`src/rtl/mult_seq_digit.sv`:
```
// mult_seq_digit: digit-serial A_WIDTH x B_WIDTH multiplier with valid/ready on both sides.
// Optional macro MULT_SIGNED_EN: operands and product are two's complement (sign-magnitude internally).
module mult_seq_digit #(
    parameter int A_WIDTH = 16,
    parameter int B_WIDTH = 16,
    parameter int DIGIT   = 4
) (
    input  logic                       clk,
    input  logic                       rst,
    input  logic                       in_valid,
    output logic                       in_ready,
    input  logic [A_WIDTH-1:0]         a,
    input  logic [B_WIDTH-1:0]         b,
    output logic                       out_valid,
    input  logic                       out_ready,
    output logic [A_WIDTH+B_WIDTH-1:0] product,
    output logic                       busy
);
    localparam int PW = A_WIDTH + B_WIDTH;
    localparam int N  = B_WIDTH / DIGIT;
    localparam int CW = (N > 1) ? $clog2(N) : 1;
    localparam int SW = (B_WIDTH > 1) ? $clog2(B_WIDTH) : 1;

    if ((B_WIDTH % DIGIT) != 0) begin : g_width_check
        $error("mult_seq_digit: B_WIDTH must be a multiple of DIGIT");
    end

    typedef enum logic [1:0] {IDLE, RUN, DONE} state_t;

    state_t                 r_state;
    logic [A_WIDTH-1:0]     r_a;
    logic [B_WIDTH-1:0]     r_b;
    logic [PW-1:0]          r_acc;
    logic [CW-1:0]          r_cnt;
    logic [PW-1:0]          r_product;
    logic                   r_in_ready;
    logic                   r_out_valid;
    logic                   r_busy;
    logic [SW-1:0]          w_shift;
    logic [DIGIT-1:0]       w_digit;
    logic [A_WIDTH+DIGIT-1:0] w_mul;
    logic [PW-1:0]          w_sum;
    logic [PW-1:0]          w_res;
    logic [A_WIDTH-1:0]     w_a_in;
    logic [B_WIDTH-1:0]     w_b_in;

    assign w_shift = SW'(r_cnt) * SW'(DIGIT);
    assign w_digit = r_b[w_shift +: DIGIT];
    assign w_mul   = {{DIGIT{1'b0}}, r_a} * {{A_WIDTH{1'b0}}, w_digit};
    assign w_sum   = r_acc + (PW'(w_mul) << w_shift);

`ifdef MULT_SIGNED_EN
    logic r_sign;
    assign w_a_in = a[A_WIDTH-1] ? -a : a;
    assign w_b_in = b[B_WIDTH-1] ? -b : b;
    assign w_res  = r_sign ? -w_sum : w_sum;

    // sign of the result, captured with the operand magnitudes
    always_ff @(posedge clk or posedge rst) begin
        if (rst) r_sign <= 1'b0;
        else if (r_state == IDLE && in_valid) r_sign <= a[A_WIDTH-1] ^ b[B_WIDTH-1];
    end
`else
    assign w_a_in = a;
    assign w_b_in = b;
    assign w_res  = w_sum;
`endif

    // control FSM: accept operands, accumulate one digit per cycle, hold product until taken
    always_ff @(posedge clk or posedge rst) begin
        if (rst) begin
            r_state     <= IDLE;
            r_a         <= '0;
            r_b         <= '0;
            r_acc       <= '0;
            r_cnt       <= '0;
            r_product   <= '0;
            r_in_ready  <= 1'b1;
            r_out_valid <= 1'b0;
            r_busy      <= 1'b0;
        end else begin
            case (r_state)
                IDLE: if (in_valid) begin
                    r_a        <= w_a_in;
                    r_b        <= w_b_in;
                    r_acc      <= '0;
                    r_cnt      <= '0;
                    r_in_ready <= 1'b0;
                    r_busy     <= 1'b1;
                    r_state    <= RUN;
                end
                RUN: begin
                    r_acc <= w_sum;
                    r_cnt <= r_cnt + CW'(1);
                    if (r_cnt == CW'(N - 1)) begin
                        r_product   <= w_res;
                        r_out_valid <= 1'b1;
                        r_busy      <= 1'b0;
                        r_state     <= DONE;
                    end
                end
                DONE: if (out_ready) begin
                    r_out_valid <= 1'b0;
                    r_in_ready  <= 1'b1;
                    r_state     <= IDLE;
                end
                default: r_state <= IDLE;
            endcase
        end
    end

    assign in_ready  = r_in_ready;
    assign out_valid = r_out_valid;
    assign busy      = r_busy;
    assign product   = r_product;
endmodule

```
`config.mk`:
```
export PLATFORM = sky130hd
export DESIGN_NAME = mult_seq_digit
export DESIGN_NICKNAME = d
export VERILOG_FILES = /design/src/rtl/mult_seq_digit.sv
export SDC_FILE = /design/constraint.sdc
export NUM_CORES = 1
export LEC_CHECK = 0
export BUFFER_PORTS_ARGS = -buffer_cell sky130_fd_sc_hd__clkbuf_2
export CAP_MARGIN = 20
export CORE_UTILIZATION = 30
export CTS_CLUSTER_DIAMETER = 50
export DETAILED_ROUTE_END_ITERATION = 6
export PLACE_DENSITY = 0.52
export SYNTH_ARGS = -nofsm -noshare
export SYNTH_HDL_FRONTEND = slang
export SYNTH_SLANG_ARGS = --single-unit
```
`constraint.sdc`:
```
create_clock -name clk -period 8.15 [get_ports clk]
set_clock_uncertainty 0.1 [all_clocks]
set_input_delay 0.4075 -clock clk [delete_from_list [all_inputs] [get_ports clk]]
set_output_delay 0.4075 -clock clk [all_outputs]
set_load 0.01 [all_outputs]
```
# Word level (Yosys, flattened, before mapping)
# Cells that the tools add are included.
dict set report op_classes {
  mul 1
  n_mux 17
  n_eq_ne 6
  n_shift 2
  addsub 2
  reduce_logical 11
}
# op n
set op_table {}
lappend op_table {{32-bit one-hot mux with 2 select lines} 1}
lappend op_table {{32-bit adder} 1}
lappend op_table {{32-bit two-way mux} 1}
lappend op_table {{20-bit by 4-bit << shifter with 32-bit output} 1}
lappend op_table {{16-bit by 4-bit multiplier with 20-bit output} 1}
lappend op_table {{16-bit by 5-bit indexed part select with 4-bit output} 1}
lappend op_table {{3-bit AND reduction} 4}
lappend op_table {{2-bit two-way mux} 4}
lappend op_table {{1-bit two-way mux} 6}
lappend op_table {{2-bit inequality test (second input constant)} 3}
lappend op_table {{1-bit one-hot mux with 2 select lines} 3}
lappend op_table {{2-bit one-hot mux with 3 select lines} 1}
lappend op_table {{2-bit AND reduction} 3}
lappend op_table {{2-bit nonzero test} 3}
lappend op_table {{2-bit equality test (second input constant)} 2}
lappend op_table {{2-bit one-hot mux with 2 select lines} 1}
lappend op_table {{2-bit by 1-bit adder with 2-bit output (second input constant)} 1}
lappend op_table {{2-bit by 1-bit equality test with 1-bit output (second input constant)} 1}
lappend op_table {{2-bit zero test} 1}
dict set report word_totals {
  out_inout_bits 35
  input_bits 36
  register_bits 103
}

# Logic depth before layout (Yosys ltp)
dict set report depth {
  word_depth 5
  mapped_depth 27
}

# Worst setup path after synthesis
# No wires, ideal clock.
dict set report synth_path {
  path_kind {reg2reg}
  from {register r_cnt[0]}
  to {register r_acc[30]}
  path_stages_with_launch 27
  t_required_ns 7.928
  slack_ns 1.338
  arrival_time_ns 6.590
  synth_period_minus_slack_ns 6.812
  cell_sequence {dfrtp_1 -> clkbuf_1 -> mux4_2 -> clkbuf_1 -> and2_1 -> fa_1 -> inv_1 -> fa_1 -> inv_1 -> ha_1 -> a2111oi_0 -> o21ai_0 -> or3_1 -> a31oi_1 -> o21bai_1 -> xnor2_1 -> o211a_1 -> a21oi_1 -> ha_1 -> a21oi_1 -> o21ai_0 -> a21oi_1 -> nor2b_1 -> o41ai_4 -> a2111oi_2 -> or3_1 -> a32o_1}
}
dict set report synth_between {
  elab_chain_cells 5
}
# item line_no
set synth_lines {}
lappend synth_lines {{from (decl)} 34} ;# logic [CW-1:0] r_cnt;
lappend synth_lines {{from (signal assigned)} 94} ;# r_cnt <= r_cnt + CW'(1);
lappend synth_lines {{16-bit by 5-bit indexed part select with 4-bit output} 48} ;# assign w_digit = r_b[w_shift +: DIGIT];
lappend synth_lines {{16-bit by 4-bit multiplier with 20-bit output} 49} ;# assign w_mul = {{DIGIT{1'b0}}, r_a} * {{A_WIDTH{1'b0}}, w_digit};
lappend synth_lines {{20-bit by 4-bit << shifter with 32-bit output (*)} 50} ;# assign w_sum = r_acc + (PW'(w_mul) << w_shift);
lappend synth_lines {{32-bit adder (*)} 50}
lappend synth_lines {{32-bit one-hot mux with 2 select lines (*)} 82} ;# case (r_state)
lappend synth_lines {{to (signal assigned)} 93} ;# r_acc <= w_sum;
lappend synth_lines {{to (decl)} 33} ;# logic [PW-1:0] r_acc;
# Mark *: on every way between the ends. The rest lies on a longest branch, timed or not.
# A chain may end at the register's enable or synchronous reset.

# Final worst setup path
# Ends and elaborated chain as after synthesis.

==> flow_summary.toml <==
[die]
num_rows = 59
dieArea_sq_um = 27600
die_w_microns = 166.1
io-pin-count = 71
die_h_microns = 166.1
initial_core_util_pct = 30.76
coreArea_sq_um = 26280

[yosys]
synth_top_family_by_area = "compound AO/OA/AOI/OAI gates"
synth.net_count = 969
synth_cell_types = 67
synth-adder-area-share_pct = 16.01
synth_edf_count = 0
synth-xor-area-share_pct = 3.901
synth_seq_area_share_pct = 31.90
syn_avg_cell_area_sq_um = 9.543
synth_cells = 847
synth_compound_area_share_pct = 18.87
ys_warn_count = 0
synth_seq_cells = 103
synth_mux_area_share_pct = 10.09
async_reset_ff_share_pct = 100.0
synth_top_flop_cell = "dfrtp_1"
yosys.area_share.simple_pct = 14.44
synth_area_sq_um = 8083

[clock_tree]
htree_levels = 3
clkSinkCount = 103
postCtsHoldBufs = 0
clockRootBuffer = "clkbuf_16"
cts-resized-gates = 0
cts_tree = "built"
clk_pin_slew_worst_paths_ns = 0.07
clk_latency_ns = 0.36
cts_setup_buffers = 0
clk_path_buf_depth = 2
numCtsBuffers = 9

[final_layout]
layout-drive-gt1-share_pct = 18.11
register_area_sq_um = 2579
diodes = 0
fin_area_sq_um = 9096
n_fill_cell = 2733
nets = 1028
area_delta_synth_final_pct = 12.54
multi_input_area_sq_um = 5129

[outcome]
violations = "DRC"
status = "complete, but fails checks"

[critical_path]
worst-path-buf-inv = 2
cp_top_family = "compound AO/OA/AOI/OAI gates"
cp.required_ns = 8.30
cp-startpoint = "r_cnt[0]"
crit_arrival_ns = 7.56
cp_slowest_stage_delay_ns = 0.69
cp_slowest_cell = "mux4_2"
crit_fanout = 16
crit_top_cell = "a21oi_1"
crit_chain = "mux4_2 > and2_1 > fa_1 > inv_1 > fa_1 > inv_1 > ha_1 > a2111oi_0 > o21ai_0 > or3_1 > a31oi_1 > o21bai_1 > xnor2_1 > o211a_1 > a21oi_1 > ha_1 > o21ai_1 > a21oi_1 > a21oi_1 > nor2b_1 > o41ai_4 > a2111oi_2 > o21ai_0 > a32o_1"
r2r-start = "r_cnt[0]"
crit_type = "reg2reg"
cp-end-kind = "flip-flop"
startpoint_type = "flip-flop"

[routing]
avgViaCountPerCell = 5.083
avgRoutedWirePerCell_microns = 16.55
drc = 1
wl_microns = 20630
detail-route-antenna-nets = 0
drt_pre_antenna_iters = 7
dr.first_iter.drc_count = 417
num_vias = 6334

[timing]
drv_slew = 0
fin_tns_setup_ns = 0
worstMarginPinSlew_ns = 0.7664
finalCritPeriodShare_pct = 90.89
fmaxAchievable_mhz = 135.0
post-route-min-period_ns = 7.408
relSlewSlack_pct = 47.58
setup_violations = 0
rsz0062_at_grt = "no"
hold_viol = 0

[grt]
antenna_found_initial = 0
grt_pass1_wl_microns = 34240
overflow = 0
busiest_layer = "met2"
grt_util_all_layers_pct = 15.44
grt_max_degree = 55
use_met2_pct = 24.77
grt_pass1_vias = 6401
grt_use_met1_pct = 21.78
met3_usage_pct = 2.073

[place]
place_area_sq_um = 8787
place_hpwl_microns = 15860
routabilityCongestion = 0.8850
numPortBuffers = 70

[hold_path]
hold_class = "in2async"

[job]
maxCapViolations = 0
-- layout make-up --
type	instances	area share, %
repair buffers	77	4.567
well taps	335	4.608
clock buffers	10	2.627
clock inverters	6	0.5502
inverters	70	2.916
flip-flops and latches	103	28.35
multi-input cells	645	56.38
-- stage by stage --
step	worst slack, ns	utilization [%]	hold slack [ns]	std cells
5_1_grt	0.1672	34.61	0.09789	1246
4_1_cts	0.8147	34.54	0.06268	1245
6_report	0.7422	34.61	0.04013	1246
2_1_floorplan	1.338	-	0.3551	847
3_3_place_gp	0.8885	33.44	0.3659	1229
3_5_place_dp	0.8775	33.44	0.3676	1229
-- flip-flops by register name, summed over array words and instances, names as in the netlist --
signal     cells
busy           1
in_ready       1
out_valid      1
product       32
r_a           16
r_acc         32
r_b           16
r_cnt          2
r_state        2
-- synthesized netlist by cell type (13+ instances only) --
cell type | instances | area (sq um)
fa_1 | 29 | 580.6
clkbuf_1 | 22 | 82.58
o21ai_0 | 38 | 190.2
and2_1 | 61 | 381.6
a21oi_1 | 49 | 245.2
inv_1 | 70 | 262.8
dfrtp_1 | 102 | 2552
a22o_1 | 23 | 201.4
nand2_1 | 74 | 277.8
nor2_1 | 39 | 146.4
nand3_1 | 13 | 65.06
xnor2_1 | 27 | 236.5
mux2i_1 | 14 | 140.1
a21o_1 | 19 | 142.6
ha_1 | 57 | 713.2
mux2_2 | 52 | 585.6
-- final timing paths --
check	end	slack, ns	cells past startpoint
hold reg to reg	r_acc[29]	0.39	2
max in group asynchronous	product[17]	6.77	3
setup / recovery	r_acc[30]	0.74	24
hold / removal	r_b[2]	0.04	2
setup reg to reg	r_acc[30]	0.74	24
min in group clk	r_state[1]	0.16	2
-- metal layers --
metal	routed length, microns	vias up
li1	-	3126
met1	10270	3092
met2	9470	101
met3	628	15
met4	263	0
met5	0	-
-- cell usage in the layout (no fill, tap or decap), types with 14 or more instances in the layout --
cell | synthesis | layout
a22o_1 | 23 | 23
o21ai_0 | 38 | 38
a21o_1 | 19 | 19
clkbuf_2 | 0 | 70
mux2_2 | 52 | 52
inv_1 | 70 | 69
nand2_1 | 74 | 73
a21oi_1 | 49 | 49
nor2_1 | 39 | 37
mux2i_1 | 14 | 14
fa_1 | 29 | 29
dfrtp_1 | 102 | 102
and2_1 | 61 | 61
xnor2_1 | 27 | 27
ha_1 | 57 | 57
-- cell families (layout without fill, tap and decap cells) --
family,count (synthesis),in the layout
and+or+nand+nor,234,234
AOI/OAI and AO/OA,219,219
DFF,103,103
buffers and inverters,99,163
adders and majority gates,86,86
muxes,70,70
xor gates and xnor gates,36,36
Power is not shown: default switching activity piles up to over one toggle a cycle in this logic, so the estimate is an artifact.
